[src/rtl/share_port_arbiter.sv]
// Round-robin, frame-locked arbiter for the shared-cache write path.
// One source holds the registered shared interface until it signals done or its hold budget runs out.
module share_port_arbiter #(
  parameter  int PORT_NUB   = 4,
  parameter  int DATA_WIDTH = 16,
  parameter  int MAX_HOLD   = 15,
  localparam int WIDTH_SEL  = $clog2(PORT_NUB)
) (
  input  logic                            clk,
  input  logic                            rst_n,
  input  logic [PORT_NUB-1:0]             req,
  input  logic [PORT_NUB-1:0]             in_vaild,
  input  logic [PORT_NUB-1:0]             in_done,
  input  logic [PORT_NUB*WIDTH_SEL-1:0]   in_rx_port,
  input  logic [PORT_NUB*DATA_WIDTH-1:0]  in_data,
  output logic [PORT_NUB-1:0]             grant,
  output logic                            out_vaild,
  output logic [WIDTH_SEL-1:0]            out_rx_port,
  output logic [WIDTH_SEL-1:0]            out_tx_port,
  output logic [DATA_WIDTH-1:0]           out_data,
  output logic                            busy,
  output logic                            timeout_err
);

  localparam int CNT_W = $clog2(MAX_HOLD + 1);

  typedef enum logic [1:0] {
    IDLE    = 2'd0,
    BUSY    = 2'd1,
    RELEASE = 2'd2
  } state_t;

  state_t                  r_state,       w_state_nxt;
  logic [WIDTH_SEL-1:0]    r_ptr,         w_ptr_nxt;
  logic [WIDTH_SEL-1:0]    r_sel,         w_sel_nxt;
  logic [CNT_W-1:0]        r_hold_cnt,    w_hold_cnt_nxt;
  logic [PORT_NUB-1:0]     r_grant,       w_grant_nxt;
  logic                    r_out_vaild,   w_out_vaild_nxt;
  logic [WIDTH_SEL-1:0]    r_out_rx_port, w_out_rx_port_nxt;
  logic [WIDTH_SEL-1:0]    r_out_tx_port, w_out_tx_port_nxt;
  logic [DATA_WIDTH-1:0]   r_out_data,    w_out_data_nxt;
  logic                    r_timeout_err, w_timeout_err_nxt;
  logic [WIDTH_SEL-1:0]    w_winner;
  logic [WIDTH_SEL-1:0]    w_sel_inc;

  // Scan from the highest offset down so the requester closest to r_ptr is assigned last and wins.
  always_comb begin
    w_winner = r_ptr;
    for (int i = PORT_NUB - 1; i >= 0; i--) begin
      if (req[(int'(r_ptr) + i) % PORT_NUB])
        w_winner = WIDTH_SEL'((int'(r_ptr) + i) % PORT_NUB);
    end
  end

  assign w_sel_inc = (r_sel == WIDTH_SEL'(PORT_NUB - 1)) ? '0 : r_sel + 1'b1;

  always_comb begin
    // NOTE: every next-state value gets a default first so no path through the case infers a latch.
    w_state_nxt       = r_state;
    w_ptr_nxt         = r_ptr;
    w_sel_nxt         = r_sel;
    w_hold_cnt_nxt    = r_hold_cnt;
    w_grant_nxt       = r_grant;
    w_out_vaild_nxt   = 1'b0;
    w_out_rx_port_nxt = '0;
    w_out_tx_port_nxt = '0;
    w_out_data_nxt    = '0;
    w_timeout_err_nxt = 1'b0;

    unique case (r_state)
      IDLE: begin
        if (|req) begin
          w_grant_nxt    = PORT_NUB'(1) << w_winner;
          w_sel_nxt      = w_winner;
          w_hold_cnt_nxt = '0;
          w_state_nxt    = BUSY;
        end
      end
      BUSY: begin
        w_hold_cnt_nxt = r_hold_cnt + 1'b1;
        if (in_vaild[r_sel]) begin
          w_out_vaild_nxt   = 1'b1;
          w_out_rx_port_nxt = in_rx_port[int'(r_sel)*WIDTH_SEL +: WIDTH_SEL];
          w_out_tx_port_nxt = r_sel;
          w_out_data_nxt    = in_data[int'(r_sel)*DATA_WIDTH +: DATA_WIDTH];
        end
        // Done takes priority: a frame ending exactly on its last allowed cycle is not an error.
        if (in_done[r_sel] || (r_hold_cnt == CNT_W'(MAX_HOLD))) begin
          w_state_nxt       = RELEASE;
          w_grant_nxt       = '0;
          w_ptr_nxt         = w_sel_inc;
          w_hold_cnt_nxt    = '0;
          w_timeout_err_nxt = ~in_done[r_sel];
        end
      end
      RELEASE: w_state_nxt = IDLE;
      default: w_state_nxt = IDLE;
    endcase
  end

  always_ff @(posedge clk or negedge rst_n) begin
    if (!rst_n) begin
      r_state       <= IDLE;
      r_ptr         <= '0;
      r_sel         <= '0;
      r_hold_cnt    <= '0;
      r_grant       <= '0;
      r_out_vaild   <= 1'b0;
      r_out_rx_port <= '0;
      r_out_tx_port <= '0;
      r_out_data    <= '0;
      r_timeout_err <= 1'b0;
    end else begin
      // NOTE: non-blocking assignments keep every register updating from pre-edge values.
      r_state       <= w_state_nxt;
      r_ptr         <= w_ptr_nxt;
      r_sel         <= w_sel_nxt;
      r_hold_cnt    <= w_hold_cnt_nxt;
      r_grant       <= w_grant_nxt;
      r_out_vaild   <= w_out_vaild_nxt;
      r_out_rx_port <= w_out_rx_port_nxt;
      r_out_tx_port <= w_out_tx_port_nxt;
      r_out_data    <= w_out_data_nxt;
      r_timeout_err <= w_timeout_err_nxt;
    end
  end

  assign grant       = r_grant;
  assign out_vaild   = r_out_vaild;
  assign out_rx_port = r_out_rx_port;
  assign out_tx_port = r_out_tx_port;
  assign out_data    = r_out_data;
  assign busy        = (r_state != IDLE);
  assign timeout_err = r_timeout_err;

endmodule

[config.mk]
export PLATFORM = sky130hd
export DESIGN_NAME = share_port_arbiter
export DESIGN_NICKNAME = d
export VERILOG_FILES = /design/src/rtl/share_port_arbiter.sv
export SDC_FILE = /design/constraint.sdc
export NUM_CORES = 1
export LEC_CHECK = 0
export CORE_MARGIN = 10
export CORE_UTILIZATION = 38
export CTS_CLUSTER_DIAMETER = 200
export DETAILED_ROUTE_END_ITERATION = 8
export PLACE_DENSITY = 0.88
export SYNTH_ARGS = -nofsm -noshare
export SYNTH_HDL_FRONTEND = slang
export SYNTH_SLANG_ARGS = --single-unit
[constraint.sdc]
create_clock -name clk -period 2.05 [get_ports clk]
set_input_delay 0.3075 -clock clk [delete_from_list [all_inputs] [get_ports clk]]
set_output_delay 0.3075 -clock clk [all_outputs]
set_load 0.01 [all_outputs]
### Word-level counts from Yosys, hierarchy flattened

Index checks and enable logic that the tools add are counted.

* flip-flop bits (word level): 36
* latch bits: 0
* bits in writable memories: 0
* memory bits (read-only): 0
* bits of input ports: 86
* output and inout port bits: 27
* logic and storage cells: 84
* memories: 0

* add/sub/neg operators: 5
* $mul: 0
* divide/modulo/power cells: 0
* magnitude comparators: 5
* equal/unequal tests: 5
* shifts and indexed selects: 3
* mux-type cells: 39
* bitwise operators: 4
* reduce and logical (&&, ||, !) cells: 13

Operators with widths (number)
* $shiftx 64x7->16: 1
* $mux 16: 2
* $mux 2: 11
* $mux 4: 4
* $pmux 4 s2: 2
* $mux 1: 13
* $bmux 1 s2: 6
* $lt 3x4->1 const B: 3
* $reduce_and 2->1: 4
* $shiftx 8x4->2: 1
* $lt 2x3->1 const B: 2
* $reduce_or 2->1: 3
* $add 2x1->2 const B: 2
* $add 2x2->2 const B: 2
* $add 4x1->4 const B: 1
* $eq 4x4->1 const B: 1
* $ne 2x2->1 const B: 2
* $pmux 2 s2: 1
* $reduce_bool 2->1: 2
* $reduce_or 4->1: 1
* $shl 1x2->4 const A: 1
* $and 1x1->1 const A: 3
* $reduce_and 3->1: 1
* $eq 2x1->1 const B: 1
* 4 further kinds: 4

### Longest topological paths before layout

Gate-level depths: netlist of the first run.

* depth in word-level cells: 13
* depth in mapped cells: 6
* mapped depth without buffers: 5

### Worst setup path after synthesis of the first run

Ideal clock, no wire load.

* path kind: register to register
* start point: register r_sel[0]
* end point: register r_ptr[1]
* setup time: 125 ps
* arrival: 1496 ps
* required time: 1925 ps
* slack: 429 ps
* stages on the path, launching flop included: 5
* period minus slack after synthesis: 1621 ps
* cell sequence: dfrtp_1 buf_6 mux4_2 o21ai_2 mux2_2

* longest elaborated chain between the ends: 4

RTL lines
* from (decl): line 35 `logic [WIDTH_SEL-1:0] r_sel, w_sel_nxt;`
* from (signal assigned): line 117 `r_sel <= w_sel_nxt;`
* $bmux 1 s2: line 88 `if (in_done[r_sel] || (r_hold_cnt == CNT_W'(MAX_HOLD))) begin`
* $mux 1 (implied by the code): line 88
* $logic_or 1x1->1: line 88
* $reduce_and 2->1 (no line)
* to (signal assigned): line 116 `r_ptr <= w_ptr_nxt;`
* to (decl): line 34 `logic [WIDTH_SEL-1:0] r_ptr, w_ptr_nxt;`

Parallel ways exist; a longest one is shown, timed or not. The select of a mux whose other input is x is not followed.
A chain may end at the register's enable or synchronous reset.

### Worst setup path in the final report of the first run

* start point: register r_state[1]
* end point: output port busy

* longest elaborated chain between the ends: 1

RTL lines
* from (decl): line 33 `state_t r_state, w_state_nxt;`
* from (signal assigned): line 115 `r_state <= w_state_nxt;`
* $reduce_bool 2->1: line 133 `assign busy = (r_state != IDLE);`
* to (decl): line 21 `output logic busy,`

Every way passes these cells.

==> results.txt, run 1 <==
* Outcome: finished clean
* Share of the yosys chip area belonging to registers: 47.0%
- In this run the number of H-tree levels came out at 2.
- Total Routing Usage GR: 15.2%
* TritonCTS buffer count: 5
* Share of Yosys cell area claimed by the top area cell type: 47.0%
- Min Tclk post-route: 1.82 ns
- STA puts the critical path data arrival time at 1.51 ns.
* Average routed wire per standard cell: 18.3 um
- In this run the post-CTS setup repair buffer count came out at 0.
- Clock skew: 0.00834 ns
- Dividing total power by cell area gives a power density of 1100 nW/um^2.
- Net switching is 33.2% of the power.
- The region available for standard cell placement spans 4820 um^2.
* Chip Width: 91.0 um
- Setup TNS: 0 ns
* Ratio of cells with drive above 1 in the final layout: 16.5%
* Final-stage net count: 353
- The die covers 8290 um^2.
* Number of cell rows: 25
- For this design the total switching power over the nets is 1.18 mW.
* CTS root buffer: sky130_fd_sc_hd__clkbuf_8
- CTS tree: yes
- Type of origin of the critical path: flop
* Unrepaired setup endpoints after global routing: no
- 113 I/O pins were placed.
* Number of buffers added to fix hold violations after cts: 0
* Post-synthesis cell type with the largest combined area: sky130_fd_sc_hd__dfrtp_1
* Leading cell type in the layout, fill and taps excluded: sky130_fd_sc_hd__clkdlybuf4s50_1
* Most frequent cells in the layout: sky130_fd_sc_hd__clkdlybuf4s50_1, sky130_fd_sc_hd__dfrtp_1, sky130_fd_sc_hd__nor2b_1, sky130_fd_sc_hd__mux4_2, sky130_fd_sc_hd__buf_4
- VDD sags by at most 0.546 mV.
- The first global-routing pass estimated 10100 um of wire.
- Final-layout fill cell count: 392
* Clock Latency Late Sink: 0.28 ns
- Yosys attributes the largest share of cell area to sky130_fd_sc_hd__dfrtp_1, sky130_fd_sc_hd__mux4_2, sky130_fd_sc_hd__nor2b_1.
* Placed Area: 3130 um^2
* # diodes: 0
* Antenna violations before repair: 0
* Routed Wire Length: 6100 um
- Number of detailed-route iterations in the first pass: 4
- Yosys warning count: 0
* Highest Clock Rate: 549 MHz
- Post-synthesis average cell area: 13.1 um^2
* Sequential Power Share: 30.7%
* Minimum setup slack after placement: 0.0872 ns
- The worst path meets setup with 0.228 ns of slack.
* Worst hold margin: 0.0968 ns
- Slew headroom: 47.9%
- Sinks on the clock net: 36
* Vias after detailed routing: 1674
- Using the TritonRoute via totals, the vias-per-cell ratio works out to 5.03.
- Max_cap viols: 0
- For the worst setup path, the data required time is 1.74 ns.
- Counting every instance in the synthesized netlist gives 146.
- The finished layout holds 333 standard cells, fillers aside.
- The via count of the first global-routing pass was 1958.
* Initial core utilization: 39.8%
- Mapped Area: 1920 um^2
* Number of port buffers: 112
- The worst hold path belongs to the class primary input to asynchronous set/reset pin.
- The die is 91.0 um tall.
* Max clock buf depth: 2
- Number of library cell types mapped by synthesis: 36
- Setup violations remaining at the end of the flow were counted as 0.
- The sequential cells in the finished layout cover a total of 901 um^2.
- Design area: 3220 um^2
* Part of the power in the clock network: 14.5%
- The first routing iteration left 55 violations.
* Leakage Power: 1.35 nW
- Clock-pin slew on the worst setup and hold paths: 0.07 ns
* Leftover overflow at the end of global routing: 0
- DRC: 0
- Of all nets on the critical path, the largest fanout is 5.
- Combinational cell fraction of total power: 54.9%
- Worst-margin pin slew: 0.781 ns
* Kind of critical path: flop to primary output
- Final Total Pwr: 3.56 mW
- Placed cells: 325
* HPWL reported at the end of detailed placement: 5060 um
- The internal portion of the total power is 2.37 mW.
* Largest net degree at the start of global routing: 37
- Counting flops and latches in the post-synthesis netlist gives 36.
- Post-cts resize count: 0
* Layout overhead on the synthesized area: 68.1%
* Placer's final routability congestion estimate: 0.774
* Net count after synthesis: 234
- Endpoint class of the critical path: primary output
- Hold Violations, Final: 0
* Antenna-violating nets left: 0
* Fraction of the cycle the final worst path needs: 88.9%
- Max-slew violation count: 0
- The multi-input combinational cells in the finished layout cover a total of 955 um^2.
- Final core utilization: 66.9%
## worst paths after layout
kind                             from      endpoint  slack [ns]  cells after the start
max                        r_state[1]          busy        0.23                      2
min in group clk             grant[1]      grant[1]        0.51                      1
max reg2reg                  r_sel[0]  out_data[15]        0.41                      6
min                             rst_n   out_data[9]         0.1                      1
max in group asynchronous       rst_n      r_sel[1]        1.45                      1
min reg2reg                  grant[1]      grant[1]        0.51                      1
## state kept, by name, summed over array words and instances, names as in the netlist
signal and count:
r_state 2, out_tx_port 2, r_hold_cnt 4, r_ptr 2, grant 4, out_data 16, timeout_err 1, out_vaild 1
out_rx_port 2, r_sel 2
## per-layer routing
| metal | up-vias | wire (um) | track usage, % | part of all wire (%) |
|---|---|---|---|---|
| met5 | - | 0 | 0 | 0 |
| met4 | 0 | 79 | 4.83 | 1.3 |
| met3 | 7 | 591 | 7.08 | 9.7 |
| met2 | 88 | 3100 | 26.8 | 51 |
| met1 | 804 | 2330 | 15.8 | 38 |
| li1 | 775 | - | - | - |
## logic make-up (layout without fill, tap and decap cells)
logic type | Yosys count | after routing | share of synthesized area, %
DFF | 36 | 36 | 47.0
adders and majority gates | 2 | 2 | 1.30
muxes | 23 | 23 | 24.6
buffers and inverters | 13 | 133 | 3.26
and+or+nand+nor | 49 | 49 | 15.3
AOI/OAI and AO/OA | 23 | 23 | 8.55
## power by group through the flow
stage               Combinational [mW]  Sequential, mW  Clock, mW
finish                            1.95            1.09      0.515
global route                      2.12            1.13      0.561
detailed placement                1.98            1.10          0
global placement                  1.93            1.10          0
CTS                               1.99            1.09      0.528
floorplan                         1.06            1.17          0
## worst max-delay path: stages (launching register included)
cell,delay [ns]
sky130_fd_sc_hd__dfrtp_1,0.42
sky130_fd_sc_hd__or2_2,0.32
sky130_fd_sc_hd__clkdlybuf4s50_1,0.49
## cell type report
type,instances,area share (%)
clock buffer,8,2.79
inverter,5,0.582
multi-input combinational,97,29.6
sequential,36,27.9
tap,67,2.60
timing repair buffer,120,36.5
## Yosys cell counts (all sizes together)
library cell	instances
nor4	1
mux2	3
o31a	1
dfrtp	36
ha	2
nor2b	24
clkbuf	2
o21ai	6
and4b	1
a31o	1
nor3b	1
nand2	8
a21oi	2
or3	1
a31oi	1
o21bai	1
and3	1
nand2b	1
nor2	2
o2bb2ai	2
mux4	19
o31ai	3
nand3b	1
buf	6
inv	5
a211o	1
mux2i	1
nand4b	1
or2	4
nand3	3
a21o	3
a22o	2
No activity file was read; power rests on OpenSTA's default activity.
==> run 2: changes to the inputs <==
Settings changed: CORE_UTILIZATION 38 to 41, PLACE_DENSITY 0.88 to 0.93.
Clock period 2.05 ns to 2.1 ns, I/O delays scaled along.
==> run 2 against run 1 <==
Wire length decreased by 1.8%. Clock power decreased by 4%. Cell area decreased by 0.43%. Clock skew decreased by 0.0059 ns. Final cell count decreased by 4.8%. Highest routed layer unchanged.
==> results.txt, run 2 (synthesized netlist as in run 1, its figures left out) <==
- Outcome: finished clean
* Slew headroom: 47.9% (about the same)
- The count of filler cells inserted in the layout was 317 (-19%).
- Clock-pin slew on the worst setup and hold paths: 0.07 ns (about the same)
- The signal arrival time at the worst endpoint was 1.51 ns (about the same).
- The power per cell area was 1090 nW/um^2 (-1.5%).
- The top cell types in the final layout, fill and taps aside, are sky130_fd_sc_hd__clkdlybuf4s50_1, sky130_fd_sc_hd__dfrtp_1, sky130_fd_sc_hd__nor2b_1, sky130_fd_sc_hd__mux4_2, sky130_fd_sc_hd__nand2_1.
- I/O pin count: 113 (unchanged)
- The required time at the worst-slack endpoint was 1.78 ns (+0.04 ns).
- The transition at the pin with the smallest max-transition slack came to 0.781 ns (+0.00000548 ns).
- The number of design rule violations left after detail routing was 0 (unchanged).
- CTS tree: yes
- Core footprint: 4440 um^2 (-7.7%)
- Footprint of the flip-flops and latches: 901 um^2 (unchanged)
- The worst register-to-register path begins at r_sel[0].
- Critical path's top delay family: buffers and inverters
* Clock skew: 0.00244 ns (-0.00591 ns)
- The count of hold-fix buffers inserted at cts was 0 (unchanged).
- The highest cell delay on the worst timing path was 0.49 ns (about the same).
- STA classifies the critical path endpoint as a primary output.
- Max_cap viols: 0 (unchanged)
- Worst hold path type: primary input to asynchronous set/reset pin
- Routed Wire Length: 6000 um (-1.8%)
- The total track usage came to 15.6% (+0.39 points).
* Fraction of the cycle the final worst path needs: 86.8%
- H-tree levels: 2 (unchanged)
* Largest register FFs: 16 (unchanged)
* Total setup violations reported at the end of the flow: 0 (unchanged)
- Y dimension of the die: 88.4 um (-2.9%)
* Final core utilization: 72.2% (+5.3 points)
* Leakage Power: 1.35 nW (+0.11%)
- Largest net degree at the start of global routing: 37 (unchanged)
- Leading cell type in the layout, fill and taps excluded: sky130_fd_sc_hd__clkdlybuf4s50_1
- Drt first-iter violations: 32 (-42%)
- Tracing the worst setup path back leads to its startpoint at r_state[1].
- The total non-filler cell area in the finished layout came to 3210 um^2 (-0.43%).
* Ratio of cells with drive above 1 in the final layout: 16.2% (-0.31 points)
- The number of gates given a new drive strength after cts came to 0 (unchanged).
- Area of combinational cells with multiple inputs: 955 um^2 (unchanged)
- Setup repair after global routing left no endpoint under its margin.
- TritonCTS buffer count: 5 (unchanged)
* Mean number of vias per cell: 5.20 (+3.4%)
- Layout overhead on the synthesized area: 67.4%
- Vias in the first global route: 1864 (-4.8%)
- Type of origin of the critical path: flop
* # diodes: 0 (unchanged)
- The initial standard-cell utilization of the core was 43.2% (+3.3 points).
* Setup TNS: 0 ns (unchanged)
* Average routed wire per standard cell: 18.9 um (+3.2%)
- After layout, the minimum clock period comes to 1.82 ns.
- The number of buffers and inverters on the critical path came to 1 (unchanged).
- Number of cell rows: 24 (-4.0%)
- HPWL reported at the end of detailed placement: 4980 um (-1.6%)
* Worst-case vdd ir drop: 0.463 mV (-15%)
- Static timing analysis puts the maximum clock frequency at 548 MHz.
- The root buffer cell chosen for the clock tree is sky130_fd_sc_hd__clkbuf_8.
- The horizontal extent of the die came to 88.4 um (-2.9%).
* Max-slew violation count: 0 (unchanged)
- Placer's final routability congestion estimate: 0.818 (+5.8%)
* Worst-path cell with the longest stage delay: sky130_fd_sc_hd__clkdlybuf4s50_1
- The number of nets in the layout is 352 (-0.28%).
- The total congestion overflow after global routing is 0 (unchanged).
* Antenna-violating nets left: 0 (unchanged)
- The via count is 1647 (-1.6%).
* Clock Latency Late Sink: 0.28 ns (about the same)
* Kind of critical path: flop to primary output
* Sinks on the clock net: 36 (unchanged)
- Highest fanout seen on the critical path: 5 (unchanged)
- Number of port buffers: 112 (unchanged)
- The initial antenna violation count is 0 (unchanged).
- Wire length of the first global-routing pass: 9390 um (-6.8%)
- The number of setup buffers added after CTS is 0 (unchanged).
* Placed Area: 3120 um^2 (-0.44%)
- Number of detailed-route iterations in the first pass: 4 (unchanged)
- The total count of hold-check failures in the final report is 0 (unchanged).
* Max clock buf depth: 2 (unchanged)
- Die footprint: 7810 um^2 (-5.7%)
* CP cell instances: or2_2 -> clkdlybuf4s50_1
-- run 2: changes by cell type in the layout (fill, tap and decap cells not counted) --
cell,before,now
sky130_fd_sc_hd__buf_12,0,1
sky130_fd_sc_hd__buf_4,8,6
-- run 2: area by class of cell --
| type | instances | area share [%] |
|---|---|---|
| Clock buffer | 8 | 2.81 |
| Inverter | 5 | 0.585 |
| Multi-Input combinational cell | 97 | 29.7 |
| Sequential cell | 36 | 28.1 |
| Tap cell | 52 | 2.03 |
| Timing Repair Buffer | 119 | 36.8 |
-- run 2: final timing paths --
check / endpoint / slack [ns] / cells after the start
setup / recovery: busy / 0.28 / 2
min in group clk: grant[0] / 0.50 / 1
hold / removal: r_hold_cnt[1] / 0.11 / 1
hold reg to reg: grant[0] / 0.50 / 1
setup reg to reg: grant[3] / 0.38 / 4
max in group asynchronous: out_data[8] / 1.49 / 1
-- run 2: through the flow --
step	worst slack, ns	hold slack, ns	total power [mW]	std cells
global placement	0.186	0.431	2.96	309
floorplan	0.479	0.0194	2.18	146
detailed placement	0.0949	0.438	3.02	309
finish	0.277	0.108	3.49	317
global route	0.203	0.175	3.73	317
CTS	0.263	0.130	3.53	317
-- run 2: power breakdown --
part           switching [mW]  leakage [nW]  internal (mW)
Combinational           0.797         0.825           1.13
Sequential              0.130         0.480          0.936
Clock                   0.229        0.0455          0.267
-- run 2: routing by layer --
metal,global-route usage [%],part of all wire [%]
met1,16.2,37
met4,5.73,1.3
met5,0,0
met2,28.1,53
met3,5.97,9.6
